--- config.mk ---
export PLATFORM = sky130hd
export DESIGN_NAME = cmd_resp
export DESIGN_NICKNAME = d
export VERILOG_FILES = /design/src/rtl/cmd_resp.sv
export SDC_FILE = /design/constraint.sdc
export NUM_CORES = 1
export LEC_CHECK = 0
export CAP_MARGIN = 20
export CORE_MARGIN = 2
export CORE_UTILIZATION = 43
export CTS_CLUSTER_DIAMETER = 200
export CTS_CLUSTER_SIZE = 24
export DETAILED_ROUTE_END_ITERATION = 7
export GPL_TIMING_DRIVEN = 1
export SETUP_SLACK_MARGIN = 0.2
export SYNTH_ARGS = -nofsm -noshare
export SYNTH_HDL_FRONTEND = slang
export SYNTH_SLANG_ARGS = --single-unit
export TNS_END_PERCENT = 5
--- constraint.sdc ---
create_clock -name clk -period 2.9 [get_ports clk]
set_clock_uncertainty 0.1 [all_clocks]
set_input_delay 0.435 -clock clk [delete_from_list [all_inputs] [get_ports clk]]
set_output_delay 0.435 -clock clk [all_outputs]
set_load 0.1 [all_outputs]
--- src/rtl/cmd_resp.sv ---
// Device-side command responder: buffers RX bytes up to TERM, then sends a 5-byte AOK/ERR reply on TX.
// Optional CMD_TIMEOUT_EN adds an inter-byte timeout that abandons a stalled command.
module UART #(
  parameter logic [15:0] BAUD_DIV = 16'd2604
) (
  input  logic       clk,
  input  logic       rst_n,
  input  logic       RX,
  output logic       TX,
  output logic       rx_rdy,
  input  logic       clr_rx_rdy,
  output logic [7:0] rx_data,
  input  logic       trmt,
  input  logic [7:0] tx_data,
  output logic       tx_done
);
  logic        rx_s1, rx_s, rx_busy;
  logic [15:0] rx_cnt;
  logic [3:0]  rx_bits;
  logic [7:0]  rx_shift;
  logic        tx_busy;
  logic [15:0] tx_cnt;
  logic [3:0]  tx_bits;
  logic [8:0]  tx_shift;

  assign rx_data = rx_shift;
  assign TX      = tx_busy ? tx_shift[0] : 1'b1;

  // Receiver: first sample lands mid start bit, later samples one bit apart.
  always_ff @(posedge clk) begin
    if (!rst_n) begin
      rx_s1 <= 1'b1; rx_s <= 1'b1; rx_busy <= 1'b0;
      rx_cnt <= '0; rx_bits <= '0; rx_shift <= '0; rx_rdy <= 1'b0;
    end else begin
      rx_s1 <= RX;
      rx_s  <= rx_s1;
      if (clr_rx_rdy) rx_rdy <= 1'b0;
      if (!rx_busy) begin
        if (!rx_s) begin
          rx_busy <= 1'b1;
          rx_cnt  <= BAUD_DIV >> 1;
          rx_bits <= '0;
        end
      end else if (rx_cnt == '0) begin
        rx_cnt  <= BAUD_DIV - 16'd1;
        rx_bits <= rx_bits + 4'd1;
        if (rx_bits == 4'd0) begin
          if (rx_s) rx_busy <= 1'b0;
        end else if (rx_bits == 4'd9) begin
          rx_busy <= 1'b0;
          rx_rdy  <= 1'b1;
        end else begin
          rx_shift <= {rx_s, rx_shift[7:1]};
        end
      end else begin
        rx_cnt <= rx_cnt - 16'd1;
      end
    end
  end

  always_ff @(posedge clk) begin
    if (!rst_n) begin
      tx_busy <= 1'b0; tx_cnt <= '0; tx_bits <= '0; tx_shift <= '1; tx_done <= 1'b0;
    end else begin
      tx_done <= 1'b0;
      if (!tx_busy) begin
        if (trmt) begin
          tx_busy  <= 1'b1;
          tx_shift <= {tx_data, 1'b0};
          tx_cnt   <= BAUD_DIV - 16'd1;
          tx_bits  <= '0;
        end
      end else if (tx_cnt == '0) begin
        if (tx_bits == 4'd9) begin
          tx_busy <= 1'b0;
          tx_done <= 1'b1;
        end else begin
          tx_shift <= {1'b1, tx_shift[8:1]};
          tx_bits  <= tx_bits + 4'd1;
          tx_cnt   <= BAUD_DIV - 16'd1;
        end
      end else begin
        tx_cnt <= tx_cnt - 16'd1;
      end
    end
  end
endmodule

module cmd_resp #(
  parameter int          MAX_CMD_LEN = 16,
  parameter logic [7:0]  TERM        = 8'h0D,
  parameter logic [15:0] BAUD_DIV    = 16'd2604
`ifdef CMD_TIMEOUT_EN
  , parameter logic [19:0] TIMEOUT_CYC = 20'd1_000_000
`endif
) (
  input  logic                           clk,
  input  logic                           rst_n,
  input  logic                           RX,
  output logic                           TX,
  output logic                           cmd_rdy,
  output logic [$clog2(MAX_CMD_LEN):0]   cmd_len,
  input  logic [$clog2(MAX_CMD_LEN)-1:0] rd_idx,
  output logic [7:0]                     rd_byte,
  output logic                           busy
);
  localparam int IW = $clog2(MAX_CMD_LEN);
  localparam int PW = IW + 1;
  localparam logic [PW-1:0] MAX_PTR = PW'(MAX_CMD_LEN);

  localparam logic [1:0] IDLE      = 2'd0;
  localparam logic [1:0] COLLECT   = 2'd1;
  localparam logic [1:0] RESP      = 2'd2;
  localparam logic [1:0] RESP_WAIT = 2'd3;

  logic [1:0]    state;
  logic [PW-1:0] wr_ptr;
  logic          ovf;
  logic [2:0]    resp_idx;
  logic [7:0]    buf_mem [MAX_CMD_LEN];
  logic          rx_rdy, trmt, tx_done, to_hit, buf_we;
  logic [7:0]    rx_data, tx_data;
  logic [IW-1:0] wr_addr;

  UART #(.BAUD_DIV(BAUD_DIV)) u_uart (
    .clk(clk), .rst_n(rst_n), .RX(RX), .TX(TX),
    .rx_rdy(rx_rdy), .clr_rx_rdy(rx_rdy), .rx_data(rx_data),
    .trmt(trmt), .tx_data(tx_data), .tx_done(tx_done)
  );

  assign busy    = (state != IDLE);
  assign trmt    = (state == RESP);
  assign rd_byte = buf_mem[rd_idx];

`ifdef CMD_TIMEOUT_EN
  logic [19:0] to_cnt;
  always_ff @(posedge clk) begin
    if (!rst_n || state == IDLE || rx_rdy) to_cnt <= '0;
    else if (state == COLLECT)             to_cnt <= to_cnt + 20'd1;
  end
  assign to_hit = (state == COLLECT) && (to_cnt == TIMEOUT_CYC - 20'd1);
`else
  assign to_hit = 1'b0;
`endif

  // ovf stays put from terminator until the reply finishes, so it selects the table.
  always_comb begin
    tx_data = 8'h0A;
    case (resp_idx)
      3'd0:    tx_data = ovf ? 8'h45 : 8'h41;
      3'd1:    tx_data = ovf ? 8'h52 : 8'h4F;
      3'd2:    tx_data = ovf ? 8'h52 : 8'h4B;
      3'd3:    tx_data = 8'h0D;
      default: tx_data = 8'h0A;
    endcase
  end

  always_comb begin
    wr_addr = (state == IDLE) ? '0 : wr_ptr[IW-1:0];
    buf_we  = rx_rdy && (rx_data != TERM) &&
              ((state == IDLE) || (state == COLLECT && wr_ptr < MAX_PTR));
  end

  always_ff @(posedge clk) begin
    if (rst_n && buf_we) buf_mem[wr_addr] <= rx_data;
  end

  always_ff @(posedge clk) begin
    if (!rst_n) begin
      state <= IDLE; wr_ptr <= '0; ovf <= 1'b0; resp_idx <= '0;
      cmd_rdy <= 1'b0; cmd_len <= '0;
    end else begin
      cmd_rdy <= 1'b0;
      case (state)
        IDLE: if (rx_rdy) begin
          if (rx_data == TERM) begin
            cmd_len <= '0;
            cmd_rdy <= 1'b1;
            state   <= RESP;
          end else begin
            wr_ptr <= PW'(1);
            state  <= COLLECT;
          end
        end
        COLLECT: if (rx_rdy) begin
          if (rx_data == TERM) begin
            cmd_len <= wr_ptr;
            cmd_rdy <= ~ovf;
            state   <= RESP;
          end else if (wr_ptr < MAX_PTR) begin
            wr_ptr <= wr_ptr + PW'(1);
          end else begin
            ovf <= 1'b1;
          end
        end else if (to_hit) begin
          state <= IDLE; wr_ptr <= '0; ovf <= 1'b0;
        end
        RESP: state <= RESP_WAIT;
        RESP_WAIT: if (tx_done) begin
          if (resp_idx == 3'd4) begin
            state <= IDLE; wr_ptr <= '0; ovf <= 1'b0; resp_idx <= '0;
          end else begin
            resp_idx <= resp_idx + 3'd1;
            state    <= RESP;
          end
        end
        default: state <= IDLE;
      endcase
    end
  end
endmodule

==> results.md <==
- Status: completed
- Logic pwr share: 9.6%
- Drt first pass iters: 7
- Sequential-to-total area share from yosys stat: between 60 and 70%
- Worst Hold Endpoint: u_uart.rx_s
- Synth Instances: 663
- Sink Count: 208
- Critical hold path startpoint: u_uart.rx_s1
- Grt total ovfl: 0
- CTS Hold Buffers Added: 0
- Total Power: 5.40 mW
- Final nets: 724
- Setup TNS: 0 ns
- Commonest non-fill, non-tap cells in the layout: 128 x edfxtp_1, 80 x dfxtp_1, 57 x nor2_1, 42 x buf_4, 40 x mux4_2
- Drt wl/cell: 19.1 um
- Crit-path max cell delay: around 0.53 ns
- Reg2reg path depth: 7
- Crit Path Class: in -> out
- Die height: 148 um
- Total of max-cap violations: 0
- Routed wire length: approximately 19 mm
- Endpoint of the worst-slack reg-to-reg timing path: buf_mem[6][7]
- Std-Cell Rows: 52
- Lkg Pwr: 3.44 nW
- NetSw: approximately 1.2 mW
- Pwr dens: 535 nW/um^2
- Layout cell share with drive strength beyond 1: between 10% and 20%
- CTS tree: done
- Worst Hold Class: reg -> reg
- I/O Buffers: 22
- Root buffer cell: clkbuf_16
- Area added between synthesis and finish: 13.1%
- Core Area: a little over 20000 um^2
- Post-synth EDFFs: 128
- Worst path slowest cell: mux4_2
- Slew Viols, Final: 0
- Crit path cell chain: buf_2, buf_4, mux4_2, mux4_2, buf_12
- Die area: 21900 um^2
- Worst endpoint required time: around 2.4 ns
- Unrepaired setup endpoints after global routing: true
- Crit end category: primary output
- Syn Area/Cell: 13.5 um^2
- Worst r2r src: u_uart.rx_data[2]
- Clock power frac: 32.1%
- DRC viols: 0
- Final Cycle Share: ~92%
- Slew HR: 57.8%
- Synth cell types: 76
- Most Frequent Cell on Critical Path: mux4_2
- First-pass GRT wire length: 30.5 mm
- Diode count: 0
- Cell Area, Synth: 8920 um^2
- Synth Flop Type: edfxtp_1
- DP Worst Slack: about 0.10 ns
- Internal power: approximately 4.2 mW
- Clk slew on worst S/H paths: 0.09 ns
- Maximum vdd drop: 274 uV
- Placed cells: between 900 and 1k
- Switching portion of total power: a little under a quarter
- DR vias: 5552
- Final period demand of the worst path: 2.67 ns
- Synth warn: 0
- Worst EP arrival: approximately 2.1 ns
- Worst Tran Pin Value: slightly above 0.6 ns
- Fmax: between 0.3 and 0.4 GHz
- Sequential power share: roughly 58%
- Startpoint Class: input port
- Largest net degree at the start of global routing: 27
- Clock buffer depth: 3
- Max H-tree Level: 1
- Horiz. Die Dim: 148 um
- Initial antenna violation count: 0
- Flop-to-flop setup slack: 0.41 ns
- Fin worst setup slack: 0.229 ns
- Async set-reset flop share out of synthesis: 0%
- DRT antenna net count: 0
- GPL Wtd Cong: 0.883
- # setup viols final: 0
- Initial core utilization: a little over two fifths
- Total GRT Usage: between 10% and 20%
- I/O Pins: 23
- Most common cell after layout, fill and taps aside: edfxtp_1
- Hold path depth: 1
- Cts bufs inserted: 12
- DRT iter0 DRCs: 440
- Hold Vio Cnt, Final: 0
- Clock Latency Late Sink: about 0.47 ns
- Vias in the first global route: 5461
- Fin cells: between 900 and 1k
- Synthesized net count: 683
- Crit-path max FO: 9
- Post-detailed-route via-to-cell ratio: ~5.7
- Post-DP HPWL: 13.1 mm
- Yosys reg bits: 208
[cell families (layout without fill, tap and decap cells)]
kind of cell	count (synthesis)	in the layout	share of synthesized area (%)
DFF	208	208	61.0
and+or+nand+nor	217	217	13.8
buffers and inverters	49	96	2.24
xor gates and xnor gates	5	5	0.491
muxes	57	57	12.0
adders and majority gates	13	13	1.82
AOI/OAI and AO/OA	114	114	8.57
[layout make-up]
class,count,area (um^2)
fill,1725,10200
clock inverter,1,8.76
multi-input combinational,406,3280
clock buffer,19,348
inverter,17,63.8
sequential,208,5450
timing repair buffer,59,602
tap,270,338
[state kept, by name, summed over array words and instances, names as in the netlist]
name and count:
buf_mem 128, u_uart.rx_cnt 16, u_uart.tx_cnt 16, u_uart.tx_shift 9, u_uart.rx_data 8, cmd_len 5
wr_ptr 5, u_uart.rx_bits 4, u_uart.tx_bits 4, resp_idx 3, state 2, cmd_rdy 1
ovf 1, u_uart.rx_busy 1, u_uart.rx_rdy 1, u_uart.rx_s 1, u_uart.rx_s1 1, u_uart.tx_busy 1
u_uart.tx_done 1
[cells in the mapped netlist, drive strengths merged, types with 16 or more instances]
master / n / area share [%]
edfxtp: 128 / 43
dfxtp: 80 / 18
nor2: 57 / 2.4
mux4: 40 / 10
a21oi: 33 / 1.9
nand2: 30 / 1.3
o21ai: 22 / 1.2
clkbuf: 19 / 0.80
nand3: 19 / 1.1
inv: 17 / 0.72
mux2i: 16 / 1.8
nor3: 16 / 1.1
[worst max-delay path by stage]
stage	startpoint	to	slack [ns]
2_1_floorplan	rd_idx[0]	rd_byte[0]	0.14
4_1_cts	rd_idx[0]	rd_byte[2]	0.21
5_1_grt	u_uart.rx_data[2]	buf_mem[6][7]	0.16
3_3_place_gp	rd_idx[1]	rd_byte[7]	0.16
6_report	rd_idx[0]	rd_byte[2]	0.23
3_5_place_dp	rd_idx[1]	rd_byte[2]	0.10
[timing repair]
action                     CTS  global route
setup buffers                0             0
gates resized for setup      1             1
setup endpoints to repair    8            11
cloned                       1             0
[layer usage]
layer	share of wire (%)	up-vias	global-route usage [%]
met2	51	135	30.7
met4	1.5	0	3.48
met3	4.6	21	2.65
li1	-	2648	-
met1	43	2748	23.2
met5	0	-	0
[power groups by stage]
| stage | Combinational [mW] | Sequential, mW | Clock (mW) |
|---|---|---|---|
| 2_1_floorplan | 0.362 | 3.21 | 0 |
| 3_3_place_gp | 0.505 | 3.21 | 0 |
| 3_5_place_dp | 0.515 | 3.22 | 0 |
| 4_1_cts | 0.521 | 3.15 | 1.79 |
| 5_1_grt | 0.558 | 3.15 | 1.90 |
| 6_report | 0.518 | 3.15 | 1.73 |
[stage by stage]
step           hold WS [ns]  util (%)  instance area (um^2)
6_report              0.321      49.7                 10100
5_1_grt               0.347      49.7                 10100
4_1_cts               0.323      49.7                 10100
3_5_place_dp          0.302      47.8                  9690
3_3_place_gp          0.306      47.8                  9690
2_1_floorplan         0.286         -                  8920
[critical path: cells and delay by family]
kind | cells | cell delay (ns)
buffers and inverters | 3 | 0.62
muxes | 2 | 1.06
(Power assumes the default switching activity.)
